**config.mk**
```make
export PLATFORM = sky130hd
export DESIGN_NAME = frame_sequencer
export DESIGN_NICKNAME = d
export VERILOG_FILES = /design/src/rtl/frame_sequencer.sv
export SDC_FILE = /design/constraint.sdc
export NUM_CORES = 1
export LEC_CHECK = 0
export CORE_ASPECT_RATIO = 1.2
export CORE_UTILIZATION = 50
export CTS_BUF_LIST = sky130_fd_sc_hd__clkbuf_4 sky130_fd_sc_hd__clkbuf_8
export CTS_CLUSTER_SIZE = 24
export DETAILED_ROUTE_END_ITERATION = 12
export GPL_TIMING_DRIVEN = 1
export HOLD_SLACK_MARGIN = 0.08
export PLACE_DENSITY = 0.87
export SYNTH_ARGS = -nofsm -noshare
export SYNTH_HDL_FRONTEND = slang
export SYNTH_SLANG_ARGS = --single-unit
export TNS_END_PERCENT = 30
```
**constraint.sdc**
```tcl
create_clock -name i_clk -period 5.42 [get_ports i_clk]
set_input_delay 0.542 -clock i_clk [delete_from_list [all_inputs] [get_ports i_clk]]
set_output_delay 0.542 -clock i_clk [all_outputs]
set_load 0.005 [all_outputs]
```
**src/rtl/frame_sequencer.sv**
```systemverilog
// Frame sequencer: per-frame start pulses, RUN-gated handshake, frame
// counting, stall timeout. Length check enabled by FRAME_SEQ_LENCHK_EN.
module frame_sequencer #(
  parameter int DATA_W     = 8,
  parameter int FRAME_W    = 16,
  parameter int FRAME_H    = 10,
  parameter int GAP_CYCLES = 4,
  parameter int TIMEOUT    = 1023
) (
  input  logic              i_clk,
  input  logic              i_rst,
  input  logic              i_go,
  input  logic [7:0]        i_num_frames,
  output logic              o_src_start,
  input  logic [DATA_W-1:0] i_src_data,
  input  logic              i_src_valid,
  input  logic              i_src_last,
  output logic              o_src_ready,
  output logic [DATA_W-1:0] o_m_data,
  output logic              o_m_valid,
  output logic              o_m_last,
  input  logic              i_m_ready,
  output logic              o_busy,
  output logic              o_done,
  output logic [7:0]        o_frame_cnt,
  output logic              o_err_len,
  output logic              o_err_timeout
);

  if (FRAME_W * FRAME_H > 65535 || GAP_CYCLES < 1 ||
      TIMEOUT < 1 || TIMEOUT > 65535) begin : g_bad_param
    $error("frame_sequencer: parameter out of range");
  end

  localparam int GW = (GAP_CYCLES > 1) ? $clog2(GAP_CYCLES) : 1;
  localparam logic [GW-1:0] GAP_LAST = GW'(GAP_CYCLES - 1);
  localparam logic [15:0] TO_LAST = 16'(TIMEOUT - 1);

  typedef enum logic [2:0] {
    S_IDLE,
    S_START,
    S_RUN,
    S_GAP,
    S_DONE
  } state_t;

  state_t          r_state;
  state_t          w_state_nxt;
  logic [7:0]      r_target;
  logic [7:0]      r_frame_cnt;
  logic [15:0]     r_stall_cnt;
  logic [GW-1:0]   r_gap_cnt;
  logic            r_err_to;

  logic            w_pass;
  logic            w_acc;
  logic            w_fend;
  logic            w_tout;
  logic            w_gap_end;
  logic [7:0]      w_frame_inc;

  assign w_pass      = (r_state == S_RUN);
  assign w_acc       = i_src_valid & o_src_ready;
  assign w_fend      = w_acc & i_src_last;
  assign w_tout      = ~w_acc & (r_stall_cnt == TO_LAST);
  assign w_gap_end   = (r_gap_cnt == GAP_LAST);
  assign w_frame_inc = r_frame_cnt + 8'd1;

  assign o_m_data      = i_src_data;
  assign o_m_valid     = i_src_valid & w_pass;
  assign o_m_last      = i_src_last & w_pass;
  assign o_src_ready   = i_m_ready & w_pass;
  assign o_src_start   = (r_state == S_START);
  assign o_busy        = (r_state != S_IDLE);
  assign o_done        = (r_state == S_DONE);
  assign o_frame_cnt   = r_frame_cnt;
  assign o_err_timeout = r_err_to;

  // State register
  always_ff @(posedge i_clk) begin
    if (i_rst) r_state <= S_IDLE;
    else       r_state <= w_state_nxt;
  end

  // Next-state logic; frame end beats a same-cycle timeout
  always_comb begin
    w_state_nxt = r_state;
    unique case (r_state)
      S_IDLE: begin
        if (i_go)
          w_state_nxt = (i_num_frames != 8'd0) ? S_START : S_DONE;
      end
      S_START: w_state_nxt = S_RUN;
      S_RUN: begin
        if (w_fend)
          w_state_nxt = (w_frame_inc == r_target) ? S_DONE : S_GAP;
        else if (w_tout)
          w_state_nxt = S_DONE;
      end
      S_GAP: begin
        if (w_gap_end) w_state_nxt = S_START;
      end
      S_DONE:  w_state_nxt = S_IDLE;
      default: w_state_nxt = S_IDLE;
    endcase
  end

  // Run target, frame/stall/gap counters and timeout flag
  always_ff @(posedge i_clk) begin
    if (i_rst) begin
      r_target    <= '0;
      r_frame_cnt <= '0;
      r_stall_cnt <= '0;
      r_gap_cnt   <= '0;
      r_err_to    <= 1'b0;
    end else begin
      unique case (r_state)
        S_IDLE: begin
          if (i_go) begin
            r_target    <= i_num_frames;
            r_frame_cnt <= '0;
            r_err_to    <= 1'b0;
          end
        end
        S_START: r_stall_cnt <= '0;
        S_RUN: begin
          r_gap_cnt <= '0;
          if (w_acc)
            r_stall_cnt <= '0;
          else
            r_stall_cnt <= r_stall_cnt + 16'd1;
          if (w_fend)
            r_frame_cnt <= w_frame_inc;
          else if (w_tout)
            r_err_to <= 1'b1;
        end
        S_GAP:   r_gap_cnt <= r_gap_cnt + 1'b1;
        default: ;
      endcase
    end
  end

`ifdef FRAME_SEQ_LENCHK_EN
  localparam logic [16:0] FSIZE = 17'(FRAME_W * FRAME_H);

  logic [15:0] r_pix_cnt;
  logic        r_err_len;
  logic [16:0] w_pix_inc;
  logic        w_len_bad;

  assign w_pix_inc = {1'b0, r_pix_cnt} + 17'd1;
  assign w_len_bad = i_src_last ? (w_pix_inc != FSIZE)
                                : (w_pix_inc == FSIZE);
  assign o_err_len = r_err_len;

  // Beat counter per frame; flags short, long and overlong frames
  always_ff @(posedge i_clk) begin
    if (i_rst) begin
      r_pix_cnt <= '0;
      r_err_len <= 1'b0;
    end else if (r_state == S_IDLE) begin
      if (i_go) r_err_len <= 1'b0;
    end else if (r_state == S_START) begin
      r_pix_cnt <= '0;
    end else if (w_acc) begin
      if (r_pix_cnt != 16'hFFFF) r_pix_cnt <= w_pix_inc[15:0];
      if (w_len_bad) r_err_len <= 1'b1;
    end
  end
`else
  assign o_err_len = 1'b0;
`endif

endmodule

```
## After elaboration in Yosys (flattened, before gate mapping)

Cells that the tools add are included.

| cells by class | value |
|---|---|
| add/sub/neg operators | 3 |
| equality and inequality tests | 13 |
| mux-type cells | 17 |
| bitwise gates (word level) | 7 |
| reductions and logical operators | 10 |

Operators by type and width:

| kind | number |
|---|---|
| 16-bit one-hot mux with 2 select lines | 1 |
| 3-bit two-way mux | 6 |
| 16-bit by 1-bit adder with 16-bit output (second input constant) | 1 |
| 16-bit by 10-bit equality test with 1-bit output (second input constant) | 1 |
| 16-bit two-way mux | 1 |
| 8-bit two-way mux | 2 |
| 8-bit one-hot mux with 2 select lines | 1 |
| 3-bit one-hot mux with 4 select lines | 1 |
| 8-bit by 1-bit adder with 8-bit output (second input constant) | 1 |
| 8-bit equality test | 1 |
| 8-bit nonzero test | 1 |
| 1-bit AND | 6 |
| 3-bit by 2-bit equality test with 1-bit output (second input constant) | 2 |
| 2-bit inequality test (second input constant) | 3 |
| 3-bit AND reduction | 2 |
| 2-bit nonzero test | 3 |
| 2-bit by 1-bit inequality test with 1-bit output (second input constant) | 2 |
| 2-bit one-hot mux with 2 select lines | 1 |
| 4-bit AND reduction | 1 |
| 3-bit by 1-bit equality test with 1-bit output (second input constant) | 1 |
| 3-bit equality test (second input constant) | 1 |
| 3-bit logical NOT | 1 |
| 1-bit two-way mux | 3 |
| 3-bit by 1-bit inequality test with 1-bit output (second input constant) | 1 |
| 6 further kinds | 6 |

| word-level totals | value |
|---|---|
| bits in registers | 38 |
| bits of input ports | 22 |
| output and inout bits | 24 |
| logic and storage cells | 56 |

## Depth between registers and ports, before layout

Gate-level depths: netlist of run 1.

| logic depth | value |
|---|---|
| depth after elaboration | 8 |
| gate-level depth with buffers | 8 |
| gate-level depth less buffers | 7 |

## Worst setup path before layout of run 1

OpenSTA, ideal clock, no wires.

| timing path | value |
|---|---|
| path kind | register to register |
| start | reg r_frame_cnt[0] (netlist: o_frame_cnt[0]) |
| end | reg r_state[1] |
| setup time | 0.116 ns |
| arrival time | 1.941 ns |
| data required time | 5.304 ns |
| slack | 3.363 ns |
| stages on the path, launching flop included | 7 |
| path buffers | 0 |
| cells stage by stage | dfxtp_1 > ha_1 > nand3_1 > or3_1 > a2111oi_2 > nand4_1 > a41o_1 |

| on the way | value |
|---|---|
| longest elaborated chain between the ends | 5 |

Ends and longest elaborated chain:

| what | line | source |
|---|---|---|
| start, declared | 50 | `logic [7:0] r_frame_cnt;` |
| start signal, assigned | 133 | `r_frame_cnt <= w_frame_inc;` |
| 8-bit by 1-bit adder with 8-bit output | 67 | `assign w_frame_inc = r_frame_cnt + 8'd1;` |
| 8-bit equality test | 96 | `w_state_nxt = (w_frame_inc == r_target) ? S_DONE : S_GAP;` |
| 3-bit two-way mux | 96 |  |
| 3-bit two-way mux | 95 | `if (w_fend)` |
| 3-bit one-hot mux with 4 select lines | 88 | `unique case (r_state)` |
| end signal, assigned | 82 | `else r_state <= w_state_nxt;` |
| end, declared | 47 | `state_t r_state;` |

No other way between the ends.
A chain may end at the register's enable or synchronous reset.

## Worst setup path in the final report of run 1

| timing path | value |
|---|---|
| start | reg r_state[1] |
| end | out o_m_valid |

| on the way | value |
|---|---|
| longest elaborated chain between the ends | 2 |

Ends and longest elaborated chain:

| what | line | source |
|---|---|---|
| 3-bit by 2-bit equality test with 1-bit output | 62 | `assign w_pass = (r_state == S_RUN);` |
| 1-bit AND | 70 | `assign o_m_valid = i_src_valid & w_pass;` |
| end, declared | 20 | `output logic o_m_valid,` |

No other way between the ends.

==> summary.txt, run 1 <==
STA
  • Final count of pins violating max slew: 0
  • Summed negative setup slack over all endpoints: 0 ns
  • Rel. slew slack: a little over half
  • Final critical path time including I/O delays and setup: between 2 and 3 ns
  • Worst Hold Margin: between 0.4 and 0.5 ns
  • Final setup violation count: 0
  • Maximum achievable frequency: a little under 400 MHz
  • Fraction of the cycle the final worst path needs: between 40% and 50%
  • Tightest Pin Transition: a little under 0.7 ns
  • Worst clock skew: about 0.0056 ns
  • RSZ-0062 raised after global routing: no
  • Final count of hold timing violations: 0

Outcome
  • Run status: finished, final reports clean

GRT
  • Number of global-route vias before repair: just under 2,000
  • Global-route wire length before repair: 8760 µm
  • Global routing usage summed across all routing layers: a little under a quarter
  • Leftover overflow at the end of global routing: 0
  • Pin count of the biggest net entering global routing: 39
  • Antenna violations before repair: 0

Logic synthesis
  • Predominant post-synthesis flop cell: sky130_fd_sc_hd__dfxtp_1
  • Synth async-reset ratio: 0%
  • Synth Instances: 295
  • Syn Nets: around 320
  • FF+latch count, synth: 38
  • Cell type with the highest aggregate area in the netlist: sky130_fd_sc_hd__dfxtp_1
  • Number of enable flip-flop cells after synthesis: 0
  • Post-synthesis cell area: about 2300 µm²
  • Dominant cells by area after synthesis: sky130_fd_sc_hd__dfxtp_1, sky130_fd_sc_hd__a21oi_1, sky130_fd_sc_hd__nand2_1
  • Post-synth top area share: roughly a third
  • Total number of yosys warnings: 0
  • Count of unique library cells instantiated by Yosys: between 50 and 60
  • Part of the Yosys area used for sequential elements: roughly a third
  • Average footprint of a synthesized cell: between 7 and 8 µm²

Worst setup path
  • Buf+Inv Stages, Crit Path: 2
  • Cell Chain, Critical Path: nor3b_1 -> buf_4 -> and2_1 -> clkdlybuf4s50_1
  • Type of destination of the critical path: primary output
  • Signal arrival time at the worst endpoint: between 1.5 and 2 ns
  • Required @ worst endpoint: about 4.9 ns
  • Maximum single-stage delay on the critical path: approximately 0.58 ns
  • Crit path from: r_state[1]$_SDFFE_PP0P_
  • Critical-path maximum fanout: 12
  • Worst path slowest cell: sky130_fd_sc_hd__dfxtp_1
  • Kind of start point of the critical path: flip-flop
  • Crit Reg-Reg Startpoint: o_frame_cnt[0]$_SDFFE_PP0P_
  • Gate family responsible for the most delay along the worst path: buffers and inverters
  • Path type of the worst setup path: flip-flop to primary output

Drt
  • Vias after detailed routing: between 2,000 and 2,500
  • Routed vias/inst: about 5.9
  • Wire length after detailed routing: 5030 µm
  • Total DRC errors in the routed layout: 0
  • Iteration count of the initial detailed-routing pass: 4
  • DRC violation total after the first TritonRoute iteration: 128
  • Post-route ant nets: 0
  • WL/cell: roughly 14 µm

Clock network
  • TritonCTS clock tree: built
  • CTS buffer count: 5
  • Root buffer selected by CTS: sky130_fd_sc_hd__clkbuf_8
  • Number of post-CTS setup repair buffers: 0
  • Clock Sinks: 38
  • Clock latency of the later-clocked register in the worst-skew pair: 0.29 ns
  • Post_cts resized: 0
  • Number of buffers inserted by hold repair at cts: 0
  • Max Root-Sink Buffers: 2
  • Clock edge transition at the registers on the reported setup and hold paths: ~0.070 ns
  • Deepest level of the CTS H-tree: 2

Final layout
  • Commonest non-fill, non-tap cell in the layout: sky130_fd_sc_hd__nand2_1
  • Net count, final: 332
  • Total inserted antenna cells: 0
  • Area growth syn-to-layout: 14.2%
  • Leading cell types in the layout, fill and taps excluded: sky130_fd_sc_hd__nand2_1, sky130_fd_sc_hd__dfxtp_1, sky130_fd_sc_hd__nor2_1, sky130_fd_sc_hd__a21oi_1, sky130_fd_sc_hd__clkdlybuf4s50_1
  • Share of final-layout standard cells stronger than drive strength 1: 4.89%

Place
  • HPWL after detailed placement: approximately 3600 µm
  • Number of input and output port buffers inserted: 28
  • Weighted congestion at the end of routability-driven global placement: about 0.84

Floorplanning
  • Placement row count: 26
  • Width of the die: about 63 µm
  • Initial cell density of the core: between 50% and 60%
  • Area enclosed by the die boundary: around 4800 µm²
  • Total I/O pin count: 46
  • CORE AREA: between 4000 and 5000 µm²
  • Y dimension of the die: around 76 µm

Min path
  • Hold/Removal Path Class: flip-flop to flip-flop
  • Hold wc startpoint: r_stall_cnt[8]$_SDFFE_PP0P_

Power
  • Int Power: between 0.5 and 0.6 mW
  • Net switching power: ~0.31 mW
  • Power per standard cell area: between 300 and 400 nW/µm²
  • Comb power frac: between 30% and 40%
  • Switching share of total power: between 30% and 40%
  • Leakage power figure: around 0.88 nW
  • Worst ir drop on vdd: ~0.22 mV
  • Register share of total power: roughly two fifths
  • Clock share of power: 27.0%

Run
  • Max-cap viol count: 0
## area by class of cell
| cell class | instances | area [µm²] |
|---|---|---|
| Multi-Input combinational cell | 226 | 1320 |
| Sequential cell | 38 | 761 |
| Clock buffer | 5 | 68.8 |
| Timing Repair Buffer | 30 | 295 |
| Fill cell | 381 | 1720 |
| Inverter | 5 | 18.8 |
| Tap cell | 56 | 70.1 |
| Clock inverter | 3 | 40.0 |
## power by group through the flow
stage / clock network [mW] / logic [mW] / registers (mW)
2_1_floorplan: 0 / 0.239 / 0.325
3_3_place_gp: 0 / 0.292 / 0.347
3_5_place_dp: 0 / 0.298 / 0.347
4_1_cts: 0.240 / 0.299 / 0.341
5_1_grt: 0.253 / 0.339 / 0.347
6_report: 0.237 / 0.299 / 0.342
## sequential cells by signal, summed over array words and instances, names as in the netlist
| register | flops |
|---|---|
| r_target | 8 |
| r_gap_cnt | 2 |
| o_err_timeout | 1 |
| r_stall_cnt | 16 |
| r_state | 3 |
| o_frame_cnt | 8 |
## worst min-delay path: stages (launching register included)
cell	delay (ns)
sky130_fd_sc_hd__dfxtp_1	0.31
sky130_fd_sc_hd__nand2_1	0.05
sky130_fd_sc_hd__a21oi_1	0.05
## synthesized netlist by cell type, drive strengths merged, types with 2 or more instances
master	n
nand4	6
a21o	2
nor4b	2
o31a	2
a31oi	4
nand4b	3
nand2b	3
o31ai	2
or3	5
nor3	8
nand3b	2
and3	3
dfxtp	38
o22ai	2
a311oi	3
nor2b	3
a211oi	2
xor2	4
nor4	4
or4	3
ha	4
and4	2
a21oi	31
and2	6
nand3	9
buf	19
nor2	30
a22oi	2
inv	5
clkbuf	7
nand2	39
o21ai	20
nor3b	4
xnor2	6
## through the flow
stage                     utilization, %  setup WS, ns  instances  cell area (µm²)  total power [mW]
after CTS                           59.9          2.88        363             2570             0.880
after global routing                59.9          2.78        363             2570             0.939
after floorplan                        -          3.36        295             2250             0.564
final                               59.9          2.89        363             2570             0.878
after detailed placement            57.4          2.93        355             2460             0.645
after global placement              57.4          2.98        355             2460             0.638
## routing by layer
layer	up-vias	share of wire, %	GRT usage, %
met2	40	50	43.0
li1	1066	-	-
met3	7	3.8	5.39
met5	-	0	0
met4	0	1.5	8.84
met1	1016	45	27.0
## path summary, 6_finish.rpt
kind,to,slack [ns],cells past startpoint
min,r_stall_cnt[8]$_SDFFE_PP0P_,0.46,2
max,o_m_valid,2.89,4
max reg2reg,r_state[1]$_SDFFE_PP0P_,3.06,6
min reg2reg,r_stall_cnt[8]$_SDFFE_PP0P_,0.46,2
## logic make-up after synthesis
family	count (synthesis)	synth area share, %
AOI/OAI and AO/OA	78	21.6
buffers and inverters	31	7.71
DFF	38	33.7
and+or+nand+nor	133	30.6
other	1	0.166
adders and majority gates	4	2.22
xor gates and xnor gates	10	3.88
(Power assumes the default switching activity.)
==> run 2, diff against run 1 <==
- clock period: 5.42 -> 2.47 ns (I/O delays scaled with it)
==> run 2 against run 1 <==
  * Core utilization rose by 0.67 points
  * Power grew 120%
  * Sequential share of layout area shrank 0.33 points
  * Critical path type is now flip-flop to flip-flop
  * Largest power group unchanged
  * Highest routed layer unchanged
==> summary.txt, run 2 (synthesis results as in run 1) <==
Place
  • HPWL after detailed placement: 3810 µm
  • Weighted congestion at the end of routability-driven global placement: around 0.86
  • Number of input and output port buffers inserted: 28
  • Worst-case setup slack after placement: around 0.22 ns

GRT
  • Global routing usage summed across all routing layers: a little under a quarter
  • Number of global-route vias before repair: just under 2,000
  • Pin count of the biggest net entering global routing: 16
  • Antenna violations before repair: 0
  • Leftover overflow at the end of global routing: 0
  • Global-route wire length before repair: ~8700 µm

Power
  • Power per standard cell area: 736 nW/µm²
  • Leakage power figure: roughly 0.90 nW
  • Net switching power: roughly 0.7 mW
  • Comb power frac: between 30 and 40%
  • Switching share of total power: between 30% and 40%
  • Int Power: approximately 1.2 mW
  • Register share of total power: approximately two fifths
  • Clock share of power: between 20% and 30%
  • Worst ir drop on vdd: slightly below 0.4 mV

STA
  • Maximum achievable frequency: approximately 440 MHz
  • Fraction of the cycle the final worst path needs: between 90% and 100%
  • Worst clock skew: 0.00688 ns
  • Worst Hold Margin: about 0.46 ns
  • RSZ-0062 raised after global routing: no
  • Summed negative setup slack over all endpoints: 0 ns
  • Final count of pins violating max slew: 0
  • Rel. slew slack: between 50% and 60%
  • Final critical path time including I/O delays and setup: between 2 and 2.5 ns
  • Final count of hold timing violations: 0
  • Tightest Pin Transition: approximately 0.66 ns
  • Final setup violation count: 0
  • Setup slack after layout: between 0.2 and 0.25 ns

Clock network
  • Root buffer selected by CTS: sky130_fd_sc_hd__clkbuf_8
  • Clock latency of the later-clocked register in the worst-skew pair: 0.29 ns
  • Number of buffers inserted by hold repair at cts: 0
  • CTS buffer count: 5
  • Clock edge transition at the registers on the reported setup and hold paths: around 0.070 ns
  • TritonCTS clock tree: built
  • Number of post-CTS setup repair buffers: 0
  • Max Root-Sink Buffers: 2
  • Clock Sinks: 38
  • Deepest level of the CTS H-tree: 2

Worst setup path
  • Type of destination of the critical path: flip-flop
  • Required @ worst endpoint: ~2.7 ns
  • Signal arrival time at the worst endpoint: ~2.5 ns
  • Path type of the worst setup path: flip-flop to flip-flop
  • Critical-path maximum fanout: 8
  • Kind of start point of the critical path: flip-flop

Drt
  • WL/cell: ~14 µm
  • Total DRC errors in the routed layout: 0
  • Iteration count of the initial detailed-routing pass: 4
  • Wire length after detailed routing: ~5000 µm
  • Post-route ant nets: 0
  • DRC violation total after the first TritonRoute iteration: 140
  • Vias after detailed routing: about 2,100
  • Routed vias/inst: ~5.8

Final layout
  • Number of inserted filler cells in the final layout: between 400 and 500
  • Leading cell types in the layout, fill and taps excluded: sky130_fd_sc_hd__nand2_1, sky130_fd_sc_hd__dfxtp_1, sky130_fd_sc_hd__nor2_1, sky130_fd_sc_hd__a21oi_1, sky130_fd_sc_hd__clkdlybuf4s50_1
  • Max reg flops: 16
  • Final design utilization: around three fifths
  • Commonest non-fill, non-tap cell in the layout: sky130_fd_sc_hd__nand2_1
  • Largest register by flop count: r_stall_cnt
  • Area growth syn-to-layout: 15.4%
  • Net count, final: around 340
  • Share of final-layout standard cells stronger than drive strength 1: 6.73%
  • Total inserted antenna cells: 0

Floorplanning
  • Area enclosed by the die boundary: 4780 µm²
  • Placement row count: 26
  • CORE AREA: roughly 4300 µm²
  • Total I/O pin count: 46
  • Initial cell density of the core: 52.5%
  • Width of the die: 63.3 µm
  • Y dimension of the die: 75.6 µm

Run
  • Max-cap viol count: 0

Min path
  • Hold/Removal Path Class: flip-flop to flip-flop

Outcome
  • Run status: finished, final reports clean
run 2: changes by cell type in the layout (fill, tap and decap cells not counted), sizes merged:
cell | before | now
buf | 2 | 7
clkbuf | 5 | 7
bufinv | 1 | 0
clkinv | 2 | 1
run 2: routing by layer:
layer	wire [µm]	part of all wire (%)	up-vias	track usage, %
met1	2180	42	982	25.9
met2	2560	50	57	42.2
met3	252	4.9	14	4.79
li1	-	-	1079	-
met5	0	0	-	0
met4	156	3.0	0	12.9
run 2: worst paths after layout:
kind,from,slack [ns],endpoint,depth (start not counted)
setup / recovery,o_frame_cnt[0]$_SDFFE_PP0P_,0.21,r_state[1]$_SDFFE_PP0P_,6
hold / removal,r_stall_cnt[8]$_SDFFE_PP0P_,0.46,r_stall_cnt[8]$_SDFFE_PP0P_,2
hold reg to reg,r_stall_cnt[8]$_SDFFE_PP0P_,0.46,r_stall_cnt[8]$_SDFFE_PP0P_,2
setup reg to reg,o_frame_cnt[0]$_SDFFE_PP0P_,0.21,r_state[1]$_SDFFE_PP0P_,6
run 2: worst max-delay path, cell delays in order (launching register included):
cell	delay [ns]
sky130_fd_sc_hd__dfxtp_1	0.45
sky130_fd_sc_hd__ha_1	0.30
sky130_fd_sc_hd__nand3_1	0.15
sky130_fd_sc_hd__or3_1	0.39
sky130_fd_sc_hd__a2111oi_2	0.36
sky130_fd_sc_hd__nand4_1	0.21
sky130_fd_sc_hd__a41o_1	0.29
run 2: power groups by stage:
stage | clock, mW | sequential [mW] | combinational [mW]
5_1_grt | 0.485 | 0.761 | 0.791
2_1_floorplan | 0 | 0.712 | 0.525
3_3_place_gp | 0 | 0.760 | 0.691
6_report | 0.453 | 0.752 | 0.710
3_5_place_dp | 0 | 0.764 | 0.705
4_1_cts | 0.463 | 0.750 | 0.707
run 2: timing repair:
action                     4_1_cts  5_1_grt
hold endpoints to repair         0        0
gates resized for setup          0        1
setup endpoints to repair        0        3
run 2: metrics by stage:
stage / power, mW / cells / area, µm²
finish: 1.91 / 368 / 2600
global route: 2.04 / 368 / 2600
CTS: 1.92 / 368 / 2600
detailed placement: 1.47 / 360 / 2500
global placement: 1.45 / 360 / 2500
floorplan: 1.24 / 295 / 2250
run 2: final cells by class:
| class | count | area (µm²) | share of cell area [%] |
|---|---|---|---|
| Clock buffer | 7 | 90.1 | 3.46 |
| Clock inverter | 1 | 5.00 | 0.192 |
| Inverter | 5 | 18.8 | 0.721 |
| Multi-Input combinational cell | 226 | 1330 | 50.9 |
| Sequential cell | 38 | 761 | 29.2 |
| Tap cell | 56 | 70.1 | 2.69 |
| Timing Repair Buffer | 35 | 333 | 12.8 |
==> run 3, diff against run 2 <==
- CORE_UTILIZATION: 50 -> 48
- clock period: 2.47 -> 1.9 ns (I/O delays scaled with it)
==> run 3 against run 2 <==
  * Largest cell class unchanged
  * Hold slack got worse by 0.077 ns
  * Die area is 4.0% higher
  * Non-clock buffer count grew 21
  * Flip-flop and latch count unchanged
  * Global-route usage increased by 1.0 points
  * Cell count grew 5.7%
  * Sequential share of layout area shrank 1.8 points
==> summary.txt, run 3 (synthesis results as in run 1) <==
Drt
  • Total DRC errors in the routed layout: 0
  • DRC violation total after the first TritonRoute iteration: 207
  • Wire length after detailed routing: roughly 5700 µm
  • Routed vias/inst: around 6
  • Post-route ant nets: 0
  • Vias after detailed routing: roughly 2,300
  • Iteration count of the initial detailed-routing pass: 5
  • WL/cell: approximately 15 µm

Final layout
  • Max reg flops: 16
  • Commonest non-fill, non-tap cell in the layout: sky130_fd_sc_hd__nand2_1
  • Net count, final: 358
  • Largest register by flop count: r_stall_cnt
  • Total area of multi-input combinational cells: around 1400 µm²
  • Share of final-layout standard cells stronger than drive strength 1: 14.4%
  • Area growth syn-to-layout: 24.1%
  • Leading cell types in the layout, fill and taps excluded: sky130_fd_sc_hd__nand2_1, sky130_fd_sc_hd__dfxtp_1, sky130_fd_sc_hd__a21oi_1
  • Total inserted antenna cells: 0
  • Register area: 767 µm²
  • Number of inserted filler cells in the final layout: ~380
  • Final design utilization: 63.7%

Worst setup path
  • Path type of the worst setup path: flip-flop to primary output
  • Kind of start point of the critical path: flip-flop
  • Capture point of the worst reg-to-reg path: r_state[1]$_SDFFE_PP0P_
  • End point of the critical path: o_m_valid
  • Critical-path maximum fanout: 5
  • Required @ worst endpoint: 1.71 ns
  • Signal arrival time at the worst endpoint: around 1.7 ns
  • Crit Reg-Reg Startpoint: o_frame_cnt[0]$_SDFFE_PP0P_
  • Worst setup slack for register-to-register paths: roughly 0.10 ns
  • Cells on worst reg2reg path: 7
  • Type of destination of the critical path: primary output
  • Crit path from: r_state[0]$_SDFFE_PP0P_

STA
  • Maximum achievable frequency: 532 MHz
  • Summed negative setup slack over all endpoints: 0 ns
  • Fraction of the cycle the final worst path needs: a little over nine tenths
  • Final critical path time including I/O delays and setup: 1.88 ns
  • Final count of pins violating max slew: 0
  • Worst clock skew: roughly 0.0059 ns
  • Final count of hold timing violations: 0
  • Final setup violation count: 0

Floorplanning
  • CORE AREA: 4390 µm²
  • Y dimension of the die: 77.1 µm
  • Initial cell density of the core: roughly half
  • Total I/O pin count: between 40 and 50
  • Area enclosed by the die boundary: roughly 5000 µm²
  • Width of the die: approximately 65 µm
  • Placement row count: 26

Clock network
  • TritonCTS clock tree: built
  • Root buffer selected by CTS: sky130_fd_sc_hd__clkbuf_8
  • Deepest level of the CTS H-tree: 2
  • CTS buffer count: 5
  • Clock Sinks: 38
  • Number of buffers inserted by hold repair at cts: 0
  • Clock latency of the later-clocked register in the worst-skew pair: between 0.2 and 0.3 ns
  • Max Root-Sink Buffers: 2
  • Clock edge transition at the registers on the reported setup and hold paths: about 0.070 ns

Power
  • Worst ir drop on vdd: around 0.51 mV
  • Power per standard cell area: ~900 nW/µm²
  • Leakage power figure: between 1 and 1.5 nW
  • Tot Pwr: between 2 and 3 mW

Outcome
  • Run status: finished, final reports clean

Place
  • Weighted congestion at the end of routability-driven global placement: 0.922
  • HPWL after detailed placement: about 4100 µm
  • Number of input and output port buffers inserted: 28

GRT
  • Antenna violations before repair: 0
  • Global-route wire length before repair: between 9000 and 10,000 µm
  • Pin count of the biggest net entering global routing: 23
  • Number of global-route vias before repair: about 2,200
  • Global routing usage summed across all routing layers: around a quarter
  • Leftover overflow at the end of global routing: 0

Run
  • Max-cap viol count: 0

Min path
  • Hold/Removal Path Class: input port to primary output
  • Cell depth of the worst hold path: 0
==> run 3: cell type report <==
| type | instances | share of cell area [%] |
|---|---|---|
| well taps | 56 | 2.50 |
| repair buffers | 56 | 17.6 |
| clock buffers | 7 | 3.22 |
| flip-flops and latches | 38 | 27.4 |
| clock inverters | 1 | 0.179 |
| multi-input cells | 226 | 48.4 |
| inverters | 5 | 0.671 |
==> run 3: layer usage <==
layer	part of all wire (%)	vias to the layer above	global-route usage [%]
met5	0	-	0
met4	2.8	0	12.0
met3	5.5	15	4.76
met2	51	91	42.7
met1	41	1073	27.4
li1	-	1120	-
==> run 3: worst min-delay path by stage <==
stage | startpoint | end | slack, ns
final | i_src_data[0] | o_m_data[0] | 0.38
after global placement | i_src_data[7] | o_m_data[7] | 0.38
after floorplan | i_num_frames[0] | r_target[0]$_SDFFE_PP0P_ | 0.33
after detailed placement | i_src_data[7] | o_m_data[7] | 0.38
after CTS | i_src_data[7] | o_m_data[7] | 0.38
after global routing | i_src_data[5] | o_m_data[5] | 0.38
==> run 3: repair_timing <==
action	CTS	global route
gates resized for setup	1	5
gates cloned	0	0
pin swaps	0	3
endpoints found under the setup margin	3	6
buffers inserted	1	0
==> run 3: report_power, final <==
part	switching [mW]	internal (mW)
Clock	0.275	0.307
Combinational	0.580	0.471
Sequential	0.0714	0.863
==> run 3: worst max-delay path, cell delays in order (launching register included) <==
cell and delay (ns):
sky130_fd_sc_hd__dfxtp_1 0.36, sky130_fd_sc_hd__nor3b_2 0.22, sky130_fd_sc_hd__buf_4 0.17, sky130_fd_sc_hd__and2_1 0.15, sky130_fd_sc_hd__clkdlybuf4s50_1 0.50
==> run 3: per-stage QoR <==
step	instance area, µm²	setup WS, ns	std cells	hold WS (ns)
floorplan	2270	0.0257	295	0.326
global placement	2670	0.0687	380	0.380
detailed placement	2670	0.0170	380	0.380
CTS	2770	0.00982	389	0.380
global route	2800	-0.0307	389	0.380
finish	2800	0.0217	389	0.380
